File: src/rtl/calpart_sequencer.sv
// calpart_sequencer
//   Microprogrammed control sequencer for the CalPart datapath. A host loads
//   16-bit instructions into a small program memory, pulses Start, and waits
//   for Done. Each instruction takes two cycles: FETCH loads the instruction
//   register and advances PC, and EXEC presents the decoded control word to
//   the datapath. Conditional branches look at the datapath zero flag Q.
//
//   Optional feature macro: CALPART_SEQ_SINGLE_STEP_EN
//     Adds StepMode/Step inputs and a PAUSE state. With StepMode=1 every
//     non-HALT EXEC parks in PAUSE until a Step pulse.
//
//   Ports
//     Clock, Reset_n        rising-edge clock, asynchronous active-low reset
//     ProgWE/Addr/Data      program memory write port (ignored while Busy)
//     Start                 single-cycle pulse, begins execution at address 0
//     Q                     datapath zero flag
//     IE ZE OE WE RAE RBE   datapath control strobes (EXEC only)
//     WA RAA RBA OP         register addresses / ALU op (EXEC only)
//     Cal_value             ALU immediate (EXEC only)
//     Busy                  high in FETCH/EXEC (and PAUSE)
//     Done                  one-cycle pulse in the HALTED state
//     PC                    program counter (debug)
//     StepMode, Step        single-step controls (macro builds only)
//
//   Instruction: [15:13] class, [12:11] WA, [10:9] RAA, [8:7] RBA,
//                [6:4] OP, [3:0] Cal_value; jump target = [PC_WIDTH-1:0].
module calpart_sequencer #(
  parameter int PC_WIDTH = 4
) (
  input  logic                Clock,
  input  logic                Reset_n,
  input  logic                ProgWE,
  input  logic [PC_WIDTH-1:0] ProgAddr,
  input  logic [15:0]         ProgData,
  input  logic                Start,
  input  logic                Q,
`ifdef CALPART_SEQ_SINGLE_STEP_EN
  input  logic                StepMode,
  input  logic                Step,
`endif
  output logic                IE,
  output logic                ZE,
  output logic                OE,
  output logic                WE,
  output logic                RAE,
  output logic                RBE,
  output logic [1:0]          WA,
  output logic [1:0]          RAA,
  output logic [1:0]          RBA,
  output logic [2:0]          OP,
  output logic [3:0]          Cal_value,
  output logic                Busy,
  output logic                Done,
  output logic [PC_WIDTH-1:0] PC
);

  localparam int DEPTH = 1 << PC_WIDTH;

  localparam logic [2:0] CLS_NOP  = 3'b000;
  localparam logic [2:0] CLS_IN   = 3'b001;
  localparam logic [2:0] CLS_ALU  = 3'b010;
  localparam logic [2:0] CLS_OUT  = 3'b011;
  localparam logic [2:0] CLS_JMP  = 3'b100;
  localparam logic [2:0] CLS_JZ   = 3'b101;
  localparam logic [2:0] CLS_JNZ  = 3'b110;
  localparam logic [2:0] CLS_HALT = 3'b111;

  typedef enum logic [2:0] {
    S_IDLE   = 3'd0,
    S_FETCH  = 3'd1,
    S_EXEC   = 3'd2,
    S_HALTED = 3'd3
`ifdef CALPART_SEQ_SINGLE_STEP_EN
    , S_PAUSE = 3'd4
`endif
  } state_t;

  state_t                state;
  logic [2:0]            ir_class;
  logic [PC_WIDTH-1:0]   ir_target;
  logic [15:0]           mem [DEPTH];
  logic [15:0]           fetch_word;

  // Strobe pattern {IE, ZE, OE, WE, RAE, RBE} for an instruction class.
  function automatic logic [5:0] decode_strobes(input logic [2:0] cls);
    logic [5:0] s;
    s = 6'b000000;
    case (cls)
      CLS_IN:  s = 6'b100100;
      CLS_ALU: s = 6'b010111;
      CLS_OUT: s = 6'b001011;
      default: s = 6'b000000;
    endcase
    return s;
  endfunction

  // Program memory is never reset; writes are locked out while running.
  always_ff @(posedge Clock) begin
    if (ProgWE && !Busy) mem[ProgAddr] <= ProgData;
  end

  assign fetch_word = mem[PC];

  // The control word is registered at the FETCH->EXEC edge from the word
  // being fetched and cleared at every other edge, so it is exactly the
  // decode of IR during EXEC and zero everywhere else.
  always_ff @(posedge Clock or negedge Reset_n) begin
    if (!Reset_n) begin
      state     <= S_IDLE;
      PC        <= '0;
      ir_class  <= '0;
      ir_target <= '0;
      Busy      <= 1'b0;
      Done      <= 1'b0;
      {IE, ZE, OE, WE, RAE, RBE} <= 6'b000000;
      WA        <= '0;
      RAA       <= '0;
      RBA       <= '0;
      OP        <= '0;
      Cal_value <= '0;
    end else begin
      Done      <= 1'b0;
      {IE, ZE, OE, WE, RAE, RBE} <= 6'b000000;
      WA        <= '0;
      RAA       <= '0;
      RBA       <= '0;
      OP        <= '0;
      Cal_value <= '0;

      case (state)
        S_IDLE: begin
          if (Start) begin
            PC    <= '0;
            Busy  <= 1'b1;
            state <= S_FETCH;
          end
        end

        S_FETCH: begin
          ir_class  <= fetch_word[15:13];
          ir_target <= fetch_word[PC_WIDTH-1:0];
          PC        <= PC + PC_WIDTH'(1);
          {IE, ZE, OE, WE, RAE, RBE} <= decode_strobes(fetch_word[15:13]);
          WA        <= fetch_word[12:11];
          RAA       <= fetch_word[10:9];
          RBA       <= fetch_word[8:7];
          OP        <= fetch_word[6:4];
          Cal_value <= fetch_word[3:0];
          state     <= S_EXEC;
        end

        S_EXEC: begin
          case (ir_class)
            CLS_JMP: PC <= ir_target;
            CLS_JZ:  if (Q)  PC <= ir_target;
            CLS_JNZ: if (!Q) PC <= ir_target;
            default: ;
          endcase
          if (ir_class == CLS_HALT) begin
            Busy  <= 1'b0;
            Done  <= 1'b1;
            state <= S_HALTED;
          end else begin
`ifdef CALPART_SEQ_SINGLE_STEP_EN
            state <= StepMode ? S_PAUSE : S_FETCH;
`else
            state <= S_FETCH;
`endif
          end
        end

        S_HALTED: begin
          state <= S_IDLE;
        end

`ifdef CALPART_SEQ_SINGLE_STEP_EN
        S_PAUSE: begin
          if (Step) state <= S_FETCH;
        end
`endif

        default: begin
          Busy  <= 1'b0;
          state <= S_IDLE;
        end
      endcase
    end
  end

endmodule
File: config.mk
export PLATFORM = sky130hd
export DESIGN_NAME = calpart_sequencer
export DESIGN_NICKNAME = d
export VERILOG_FILES = /design/src/rtl/calpart_sequencer.sv
export SDC_FILE = /design/constraint.sdc
export NUM_CORES = 1
export LEC_CHECK = 0
export CAP_MARGIN = 20
export CORE_MARGIN = 5
export CORE_UTILIZATION = 58
export DETAILED_ROUTE_END_ITERATION = 10
export GPL_ROUTABILITY_DRIVEN = 0
export PLACE_DENSITY = 0.83
export SLEW_MARGIN = 0
export SYNTH_ARGS = -nofsm -noshare
export SYNTH_HDL_FRONTEND = slang
export SYNTH_SLANG_ARGS = --single-unit
File: constraint.sdc
create_clock -name Clock -period 5.25 [get_ports Clock]
set_clock_uncertainty 0.15 [all_clocks]
set_input_delay 1.05 -clock Clock [delete_from_list [all_inputs] [get_ports Clock]]
set_output_delay 1.05 -clock Clock [all_outputs]
set_load 0.02 [all_outputs]
## Yosys cells after proc, flatten, opt, wreduce, memory -nomap -nowiden

Memory sizes are Yosys's and may differ from the RTL's.
Cells that the tools add are included.

- Register bits: 35
- RAM bits: 256
- Input bits: 25
- Output and inout bits: 25
- Logic and storage cells: 69
- Memories kept: 1

- Add/subtract/negate cells: 1
- Equality and inequality tests: 15
- Mux-type cells: 27
- Bitwise logic cells: 1
- Reduce and logical (&&, ||, !) cells: 7

Memory list:

| name | depth | bits a word | read ports | clocked after memory_dff | write ports | line | source |
|---|---|---|---|---|---|---|---|
| mem | 16 | 16 | 1 | 0 | 1 | 81 | `logic [15:0] mem [DEPTH];` |

Operators with widths:

| operator | count |
|---|---|
| $pmux W4 S3 | 2 |
| $pmux W6 S3 | 1 |
| $mux W4 | 4 |
| $eq A3 B2 Y1 const B | 4 |
| $eq A3 B3 Y1 const B | 4 |
| $mux W1 | 12 |
| $pmux W3 S3 | 1 |
| $mux W2 | 4 |
| $eq A3 B1 Y1 const B | 2 |
| $mux W3 | 2 |
| $ne A3 B3 Y1 const B | 2 |
| $reduce_and A5 Y1 | 1 |
| $add A4 B1 Y4 const B | 1 |
| $ne A2 B2 Y1 const B | 2 |
| $ne A4 B1 Y1 const B | 1 |
| $logic_not A3 Y1 | 1 |
| $pmux W1 S3 | 1 |
| $reduce_and A3 Y1 | 1 |
| $reduce_bool A3 Y1 | 1 |
| $reduce_or A2 Y1 | 1 |
| $logic_and A1 B1 Y1 | 1 |
| $logic_not A1 Y1 | 1 |
| $not A1 Y1 | 1 |

## Longest topological paths before layout

- Depth after elaboration: 4
- Mapped depth: 8
- Mapped depth without buffers: 7

## Least setup slack after synthesis

OpenSTA, ideal clock, no wires.

- Path type: input -> register
- From: input ProgWE
- To: memory mem[8][0] (enable)
- Setup time: 0.409 ns
- Arrival: 2.738 ns
- Data required time: 4.691 ns
- Setup slack: 1.953 ns
- Stages on the path: 3
- Path buffers: 0
- Cells stage by stage: nand2b_1 -> or3b_2 -> nor3_1

- Longest elaborated chain between the ends: 3

Ends and longest elaborated chain:

| element | line | source |
|---|---|---|
| from (decl) | 32 | `input logic ProgWE,` |
| $logic_and A1 B1 Y1 | 99 | `if (ProgWE && !Busy) mem[ProgAddr] <= ProgData;` |
| $mux W1 | 99 |  |
| $mux W1 (implied by the code) | 99 |  |
| to (decl) | 81 |  |

Every way passes these cells.

## Final worst setup path

- From: register PC[0]
- To: output PC[0]

RTL lines:

| element | line | source |
|---|---|---|
| from (decl) | 54 | `output logic [PC_WIDTH-1:0] PC` |
| from (signal assigned) | 142 | `PC <= PC + PC_WIDTH'(1);` |
| from (signal assigned) | 154 | `CLS_JMP: PC <= ir_target;` |
| from (signal assigned) | 155 | `CLS_JZ: if (Q) PC <= ir_target;` |

No word-level cell between the ends.

==> metrics.md <==
| Metric | Value |
|---|---|
| Initial antenna violation count | `0` |
| Final-report hold violation count | `0` |
| Count of buffers added by post-CTS timing repair for setup | `0` |
| Adder and majority gate portion of the synthesized area | `0.00564` |
| Number of warnings reported in the yosys synthesis log | `0` |
| GR Util met1 | `0.306` |
| Nets | `621` |
| Worst hold path class | `reg2reg` |
| Clk pin slew, worst setup/hold paths | `0.06 ns` |
| Number of inserted diodes | `0` |
| DRC violations left | `0` |
| Number of placement rows | `50` |
| Total area of sequential cells | `8520 um2` |
| Gr busiest metal | `met2` |
| Share of cell area taken by muxes after synthesis | `0.155` |
| Sum of negative setup slack | `0 ns` |
| Critical path endpoint category | `output port` |
| Status | `completed` |
| Number of filler cells placed in the layout | `1111` |
| Max Root-Sink Buffers | `3` |
| CTS tree | `built` |
| DRT antenna net count | `0` |
| Number of detailed-routing iterations run before antenna repair | `4` |
| Area of the mapped netlist | `11100 um2` |
| Quantity of gates resized following cts | `0` |
| Critical Path Start Type | `flip-flop` |
| Mapped Nets | `541` |
| Worst Path Arrival | `2.38 ns` |
| Pins over their slew limit | `0` |
| RSZ-0062 raised after global routing | `false` |
| Clock Sink Count | `289` |
| Fin area | `12800 um2` |
| Xor-xnor portion of the synthesized cell area | `0.00158` |
| Clock tree root buffer cell | `clkbuf_16` |
| Post-synthesis sequential area ratio | `0.767` |
| Cell class contributing the biggest share of worst-path delay | `flip-flops` |
| Average cell area after synthesis | `21.7 um2` |
| Multi-input logic area | `2410 um2` |
| Detailed-placement wirelength estimate | `13.2 mm` |
| Met2 Track Usage GR | `0.370` |
| Max stage delay cell, worst path | `dfrtp_4` |
| Basic-gate share of the synthesized area counting and, or, nand and nor cells | `0.0295` |
| Max FO, Critical Path | `52` |
| Register-to-register setup slack | `2.11 ns` |
| Total core area | `18800 um2` |
| Compound-gate portion of the synthesized area | `0.0239` |
| Residual overflow from global routing | `0` |
| VDD IR max | `0.280 mV` |
| Via total after detailed routing | `5501` |
| Largest family of logic cells by synthesized area | `multiplexers` |
| Number of CTS-inserted buffers | `28` |
| Highest cell delay on the worst timing path | `1.07 ns` |
| Horizontal die dimension | `148 um` |
| Min Tclk post-route | `3.58 ns` |
| Leakage dissipation | `4.22 nW` |
| Classification of the worst setup path | `reg2out` |
| Quantity of hold-fixing buffers added after cts | `0` |
| Proportion of layout cells with a drive suffix above 1 | `0.233` |
| Number of flip-flops and latches in the synthesized netlist | `289` |
| Vias per cell | `6.49` |
| Met3 usage | `0.0338` |
| Number of setup violations in the final report | `0` |
| Total of max-cap violations | `0` |
| Height of the die | `148 um` |
| GR Util All Layers | `0.222` |
| Deepest level of the CTS H-tree | `1` |
| Number of global-route vias before repair | `5825` |
| Instance area after placement | `11900 um2` |
| Worst skew pair latency | `0.54 ns` |
| Relative slew margins | `0.342` |
| Layout-stage area growth over the synthesis result | `15.4%` |
| Pwr per Cell Area | `462 nW/um2` |
| Data required, critical path | `4.05 ns` |
| Most frequent standard cell in the layout excluding fill and tap cells | `edfxtp_1` |
| Worst-path cell chain | `clkdlybuf4s50_1` |
| Wire length of the first global-routing pass | `36.4 mm` |
| Final routed wire length divided by cell count | `27.6 um` |
| Synthesized netlist cell count | `511` |
| Input/output buffers | `49` |
| Iter 0 DRT Violations | `687` |
| Floorplan die area | `22000 um2` |
| Post-route clock period utilization | `0.682` |
| WL final | `23.4 mm` |
| Number of distinct library cells after synthesis | `41` |
| Maximum achievable frequency | `279 MHz` |
| Pin slew with the least headroom to its limit | `0.981 ns` |
| Boundary pin count | `50` |
| Starting Density | `0.591` |
| Most frequent cells in the layout | `256 x edfxtp_1, 64 x mux4_2, 48 x clkdlybuf4s50_1, 31 x dfrtp_1, 29 x clkbuf_16` |
| Pin count of the biggest net entering global routing | `53` |
| Number of buffers and inverters on the critical path | `1` |
==> path summary, 6_finish.rpt <==
kind,from,to,cells past startpoint
min,ir_target[0],ir_target[0],1
max,PC[0],PC[0],1
max in group asynchronous,Reset_n,PC[0],1
max reg2reg,PC[0],RBA[0],4
min reg2reg,ir_target[0],ir_target[0],1
min in group asynchronous,Reset_n,Done,1
==> layout make-up <==
type | count | area share
flip-flops and latches | 289 | 0.665
multi-input cells | 191 | 0.188
clock buffers | 38 | 0.0609
repair buffers | 72 | 0.0514
well taps | 234 | 0.0229
clock inverters | 14 | 0.00918
inverters | 9 | 0.00264
==> where the power goes <==
part | total, W | internal [W] | leakage, nW | switching [W]
clock | 0.00195 | 0.00114 | 0.444 | 0.000813
sequential | 0.00276 | 0.00264 | 2.74 | 0.000116
combinational | 0.00122 | 0.000583 | 1.03 | 0.000636
total | 0.00592 | 0.00436 | 4.22 | 0.00156
==> synthesized netlist by cell type <==
| library cell | count | share of area |
|---|---|---|
| mux2_2 | 4 | 0.0041 |
| o21a_1 | 1 | 0.00068 |
| buf_1 | 4 | 0.0014 |
| a22oi_1 | 11 | 0.0074 |
| nand3_2 | 1 | 0.00090 |
| o21ai_0 | 5 | 0.0023 |
| o31ai_1 | 2 | 0.0014 |
| buf_2 | 5 | 0.0023 |
| a211oi_1 | 3 | 0.0020 |
| ha_1 | 5 | 0.0056 |
| a21oi_1 | 7 | 0.0032 |
| edfxtp_1 | 256 | 0.69 |
| inv_2 | 3 | 0.0010 |
| dfrtp_1 | 33 | 0.074 |
| buf_12 | 3 | 0.0054 |
| a21o_1 | 4 | 0.0027 |
| o211ai_1 | 1 | 0.00068 |
| nor3_1 | 4 | 0.0018 |
| or3_1 | 1 | 0.00056 |
| xnor2_1 | 2 | 0.0016 |
| nand4b_1 | 1 | 0.00079 |
| o221ai_1 | 1 | 0.00079 |
| inv_1 | 5 | 0.0017 |
| mux4_2 | 64 | 0.13 |
| buf_6 | 3 | 0.0030 |
| a32o_1 | 1 | 0.00090 |
| nand2_1 | 12 | 0.0041 |
| or3b_2 | 1 | 0.00079 |
| a22o_1 | 1 | 0.00079 |
| nor3b_1 | 1 | 0.00068 |
| buf_4 | 1 | 0.00068 |
| clkinv_1 | 1 | 0.00034 |
| and2_1 | 9 | 0.0051 |
| clkbuf_1 | 6 | 0.0020 |
| mux4_1 | 8 | 0.019 |
| nand2b_1 | 4 | 0.0023 |
| nor2b_1 | 3 | 0.0017 |
| mux2i_1 | 2 | 0.0018 |
| nor2_1 | 23 | 0.0078 |
| nand3_1 | 7 | 0.0032 |
| o22ai_1 | 2 | 0.0011 |
==> registers in the layout (all words and copies together) (netlist names) <==
| signal | flops |
|---|---|
| state | 2 |
| WE | 1 |
| ir_class | 3 |
| IE | 1 |
| PC | 4 |
| ir_target | 4 |
| WA | 2 |
| Done | 1 |
| mem | 256 |
| Cal_value | 4 |
| RBA | 2 |
| RAA | 2 |
| ZE | 1 |
| RAE | 1 |
| OE | 1 |
| Busy | 1 |
| OP | 3 |
==> metrics by stage <==
stage	setup WS, ns	hold slack, ns	instances	total power, W	util
final	1.67	0.332	847	0.00592	0.683
after global routing	1.47	0.354	847	0.00618	0.683
after CTS	1.58	0.336	847	0.00596	0.683
after detailed placement	1.68	0.319	795	0.00401	0.635
after global placement	1.81	0.315	795	0.00396	0.635
after floorplan	1.95	0.300	511	0.00362	-
==> cells by family after synthesis <==
| logic type | Yosys count |
|---|---|
| flip-flops | 289 |
| multiplexers | 78 |
| AND/OR/NAND/NOR | 67 |
| AO/OA/AOI/OAI | 39 |
| buffers and inverters | 31 |
| adder cells (fa/ha/maj) | 5 |
| XOR/XNOR | 2 |
==> layer usage <==
| layer | wire length [um] | vias to the layer above |
|---|---|---|
| met4 | 737 | 0 |
| met5 | 0 | - |
| met3 | 1780 | 58 |
| met1 | 8760 | 2866 |
| met2 | 12100 | 308 |
| li1 | - | 2269 |
Note: power is estimated with default switching activity, not from simulation.
==> RTL change 1 (same settings) <==
Change the parameter `PC_WIDTH` from 4 to 3. Comments in the files are not updated.
--- a/src/rtl/calpart_sequencer.sv
+++ b/src/rtl/calpart_sequencer.sv
@@ -25,7 +25,7 @@
 //   Instruction: [15:13] class, [12:11] WA, [10:9] RAA, [8:7] RBA,
 //                [6:4] OP, [3:0] Cal_value; jump target = [PC_WIDTH-1:0].
 module calpart_sequencer #(
-  parameter int PC_WIDTH = 4
+  parameter int PC_WIDTH = 3
 ) (
   input  logic                Clock,
   input  logic                Reset_n,
Ports: changed (resized PC and ProgAddr); port bits go from 50 to 48. The function was not compared with the original's and may differ.
==> RTL change 1 against the original RTL <==
- hold slack gained 0.0039 ns
- area after synthesis shrank 45%
- sequential share of layout area shrank 3.0 points
- power shrank 41%
- clock power shrank 44%
- register-to-register slack gained 0.79 ns
- sequential cell count shrank 130
- largest power group unchanged
- final area shrank 43%
- routed wire length shrank 52%
- worst setup slack gained 0.37 ns
- maximum frequency grew 11%
- count of clock-buffer cells in the layout shrank 19
==> RTL change 1: results (changes against the original RTL) <==
leakage power of the design 2.475 nW (was 4.217 nW); total instance count after detailed placement 495 (was 795); M1 GR Usage 24.33% (was 30.62%); average via count per standard cell 5.728 (was 6.495); Post-CTS Repair Setup Buffers 0 (unchanged); first drt pass iteration count 4 (unchanged); half-perimeter wire length of the detailed placement result 6380 um (was 13240 um); global-route met2 utilization 32.50% (was 36.97%); root buffer cell sky130_fd_sc_hd__clkbuf_8 (was sky130_fd_sc_hd__clkbuf_16); class of the tightest hold or removal check reg -> reg (unchanged); source of the critical timing path PC[1] (was PC[0]); via count 3013 (was 5501); IR Drop Worst-Case VDD 0.0002714 V (was 0.0002797 V); clock latency reported for the late side of the worst-skew pair 0.53 ns; sequential fraction of the synthesis area 75.94% (was 76.69%); maximum count of clock buffers along a single path 2 (was 3); headroom to the max-slew limit 54.32% (was 34.21%); Net count, final 407 (was 621); crit-path max FO 37 (was 52); maximum number of pins on one net before global-route repair 38 (was 53); diodes inserted 0 (unchanged); total detailed-routing wirelength 11130 um (was 23400 um); number of distinct library cells after synthesis 42 (was 41); vias in the first global route 3220 (was 5825); top cells by count, synth sky130_fd_sc_hd__edfxtp_1 (128), sky130_fd_sc_hd__dfrtp_1 (31), sky130_fd_sc_hd__mux4_2 (27), sky130_fd_sc_hd__nor2_1 (25), sky130_fd_sc_hd__mux2i_1 (19) (was sky130_fd_sc_hd__edfxtp_1 (256), sky130_fd_sc_hd__mux4_2 (64), sky130_fd_sc_hd__dfrtp_1 (33), sky130_fd_sc_hd__nor2_1 (23), sky130_fd_sc_hd__nand2_1 (12)); arrival time worst endpoint 2.01 ns (was 2.38 ns); Worst-path clk slew 0.06 ns (about the same); Port Buffer Count 47 (was 49); launch instance of the worst min-delay path ir_target[0] (unchanged); met3 Resource Use GR 4.420% (was 3.382%); average footprint of a synthesized cell 19.44 sq um (was 21.72 sq um); fraction of layout instances using a drive strength above 1 19.23% (was 23.33%); status complete, no violations (unchanged); number of enable flip-flop cells after synthesis 128 (was 256); largest registers in the final layout mem x128, Cal_value x4; H-Tree Level Count 4 (was 1); violation count after the first detailed-routing iteration 228 (was 687); Post-Place Cell Area 6740 sq um (was 11910 sq um); nets in the synthesized netlist 342 (was 541); wire length of the first global-routing pass 17970 um (was 36400 um); total CTS buffers 17 (was 28); async set-or-reset flop fraction in the synthesized netlist 19.50% (was 11.42%); number of antenna violations at the first check in global routing 0 (unchanged); GRT Total Usage 19.24% (was 22.19%); origin of the critical flop-to-flop path PC[0] (unchanged); Hold Buf Count CTS 0 (unchanged); yosys synthesis warning count 0 (unchanged); predominant post-synthesis flop cell sky130_fd_sc_hd__edfxtp_1 (unchanged); quantity of gates resized following cts 0 (unchanged); synth top area cells sky130_fd_sc_hd__edfxtp_1 (63%), sky130_fd_sc_hd__dfrtp_1 (13%), sky130_fd_sc_hd__mux4_2 (10%) (was sky130_fd_sc_hd__edfxtp_1 (69%), sky130_fd_sc_hd__mux4_2 (13%), sky130_fd_sc_hd__dfrtp_1 (7.4%))
-- RTL change 1: path summary, 6_finish.rpt --
kind	slack, ns	endpoint	depth (start not counted)
min reg2reg	0.34	ir_target[0]	1
max in group asynchronous	3.86	RAA[1]	2
max reg2reg	2.90	OE	6
min	0.34	ir_target[0]	1
max	2.04	PC[1]	2
min in group asynchronous	0.78	RBA[1]	2
-- RTL change 1: cell families (layout without fill, tap and decap cells) --
family	after synthesis	after routing	synth area share [%]
compound gates	31	31	4.052
xor+xnor	1	1	0.1440
fa+ha+maj	5	5	1.028
buf+inv	21	98	1.872
flops	159	159	75.94
mux	46	46	13.12
simple gates	50	50	3.846
-- RTL change 1: final cells by class --
| cell class | instances | area, sq um |
|---|---|---|
| Inverter | 8 | 30.03 |
| Multi-Input combinational cell | 133 | 1360 |
| Tap cell | 136 | 170.2 |
| Timing Repair Buffer | 59 | 560.5 |
| Clock buffer | 19 | 421.7 |
| Sequential cell | 159 | 4619 |
| Clock inverter | 12 | 116.4 |
| Fill cell | 610 | 2999 |
-- RTL change 1: metal layers --
layer  up-vias  share of wire [%]  wire, um
met5         -                  0         0
met4         0                1.6       173
met3        14                4.8       538
met2        91                 52      5800
met1      1540                 41      4616
li1       1368                  -         -
-- RTL change 1: where the power goes --
| group | leakage (nW) | switching, W | internal, W |
|---|---|---|---|
| clock network | 0.247 | 0.000474 | 0.000628 |
| registers | 1.56 | 0.0000553 | 0.00149 |
| logic | 0.665 | 0.000456 | 0.000370 |
| total | 2.48 | 0.000985 | 0.00249 |
-- RTL change 1: per-stage QoR --
step | hold WS, ns | setup WS [ns]
finish | 0.3357 | 2.039
global route | 0.3436 | 1.899
CTS | 0.3340 | 1.988
detailed placement | 0.3197 | 2.303
global placement | 0.3194 | 2.349
floorplan | 0.2995 | 1.994
-- RTL change 1: worst max-delay path, cell delays in order (launching register included) --
cell and delay, ns:
sky130_fd_sc_hd__dfrtp_1 0.32, sky130_fd_sc_hd__buf_4 0.44, sky130_fd_sc_hd__clkdlybuf4s50_1 0.72
==> RTL change 2 (same settings) <==
Without the edit above. Re-encode `state_t` (4 states) as Gray code, 2 bits wide.
--- a/src/rtl/calpart_sequencer.sv
+++ b/src/rtl/calpart_sequencer.sv
@@ -65,11 +65,11 @@
   localparam logic [2:0] CLS_JNZ  = 3'b110;
   localparam logic [2:0] CLS_HALT = 3'b111;
 
-  typedef enum logic [2:0] {
-    S_IDLE   = 3'd0,
-    S_FETCH  = 3'd1,
-    S_EXEC   = 3'd2,
-    S_HALTED = 3'd3
+  typedef enum logic [1:0] {
+    S_IDLE   = 2'b00,
+    S_FETCH  = 2'b01,
+    S_EXEC   = 2'b11,
+    S_HALTED = 2'b10
 `ifdef CALPART_SEQ_SINGLE_STEP_EN
     , S_PAUSE = 3'd4
 `endif
Formal check against the unedited RTL: same outputs for any inputs over 4 cycles, from zero or initial values and one cycle with Reset_n low; so few cycles prove little.
==> RTL change 2 against the original RTL <==
- worst setup slack better by 0.13 ns
- largest cell class unchanged
- final area is 0.65% lower
- largest power group unchanged
- final cell count is 0.83% lower
- routed wire length is 0.44% higher
- synthesized cell count is 0.39% lower
- critical path depth stayed put
- power is 4.6% higher
- maximum frequency is 3.9% higher
- area after synthesis hardly changed
- sequential cell count stayed put
- count of clock-buffer cells in the layout is 2 higher
- global-route usage is 0.32 points lower
- sequential share of layout area is 0.44 points higher
==> RTL change 2: results (changes against the original RTL) <==
status complete, no violations (unchanged); uppermost layer routed met5 (was met4); arrival time worst endpoint 2.24 ns (was 2.38 ns); first drt pass iteration count 5 (was 4); total detailed-routing wirelength 23500 um (was 23400 um); number of antenna violations at the first check in global routing 1 (was 0); launch instance of the worst min-delay path ir_target[3] (was ir_target[0]); Net count, final 612 (was 621); wire length of the first global-routing pass 35530 um (was 36400 um); WL met2 12260 um (was 12130 um); CP peak stage delay 0.97 ns (was 1.07 ns); number of distinct library cells after synthesis 37 (was 41); clock latency reported for the late side of the worst-skew pair 0.52 ns (was 0.54 ns); GRT Total Usage 21.86% (was 22.19%); detailed-route wire length on metal 1 8640 um (was 8756 um); instance count of the mapped netlist 509 (was 511); maximum number of pins on one net before global-route repair 52 (was 53); nets in the synthesized netlist 535 (was 541); half-perimeter wire length of the detailed placement result 12880 um (was 13240 um); placement-stage worst setup slack 1.774 ns (was 1.683 ns); XOR/XNOR Fraction of Synth Area 0% (was 0.1578%); switching part of the total power 27.90% (was 26.41%); leakage power of the design 4.259 nW (was 4.217 nW); Routed wire per std cell 27.98 um (was 27.63 um); total CTS buffers 27 (was 28); met3 routed wirelength 2106 um (was 1779 um)
==> RTL change 2: cell types whose count changed in the layout (fill, tap and decap cells not counted), moves of 4 or more <==
cell                       change
sky130_fd_sc_hd__mux4_1       +15
sky130_fd_sc_hd__ha_1          -4
sky130_fd_sc_hd__clkinv_1      -5
sky130_fd_sc_hd__mux4_2       -15
==> RTL change 2: worst paths after layout <==
| check | endpoint | slack (ns) | cells past startpoint |
|---|---|---|---|
| setup reg to reg | OP[0] | 2.09 | 4 |
| max in group asynchronous | PC[0] | 3.84 | 1 |
| min in group asynchronous | PC[2] | 0.49 | 1 |
| hold / removal | ir_target[3] | 0.35 | 1 |
| hold reg to reg | ir_target[3] | 0.35 | 1 |
| setup / recovery | PC[0] | 1.81 | 1 |
==> RTL change 2: cell type report <==
cell class	count	area, sq um
fill	1109	6042
multi-input combinational	193	2410
sequential	289	8518
clock buffer	40	764.5
tap	234	292.8
inverter	4	15.01
clock inverter	9	75.07
timing repair buffer	71	650.6
==> RTL change 2: power groups by stage <==
stage	clock [W]	combinational (W)	sequential, W
CTS	0.00187	0.00153	0.00282
finish	0.00185	0.00153	0.00282
global placement	0	0.00146	0.00285
detailed placement	0	0.00150	0.00286
floorplan	0	0.00113	0.00282
global route	0.00199	0.00162	0.00284
==> RTL change 2: cell families (layout without fill, tap and decap cells) <==
group                    Yosys count  in the layout
flip-flops                       289            289
AND/OR/NAND/NOR                   78             78
multiplexers                      77             77
AO/OA/AOI/OAI                     37             37
buffers and inverters             27            124
adder cells (fa/ha/maj)            1              1
==> RTL change 2: routing by layer <==
| metal | global-route usage, % | vias to the layer above |
|---|---|---|
| met5 | 0 | - |
| li1 | - | 2259 |
| met1 | 29.48 | 2834 |
| met4 | 5.035 | 2 |
| met2 | 37.73 | 323 |
| met3 | 4.235 | 48 |
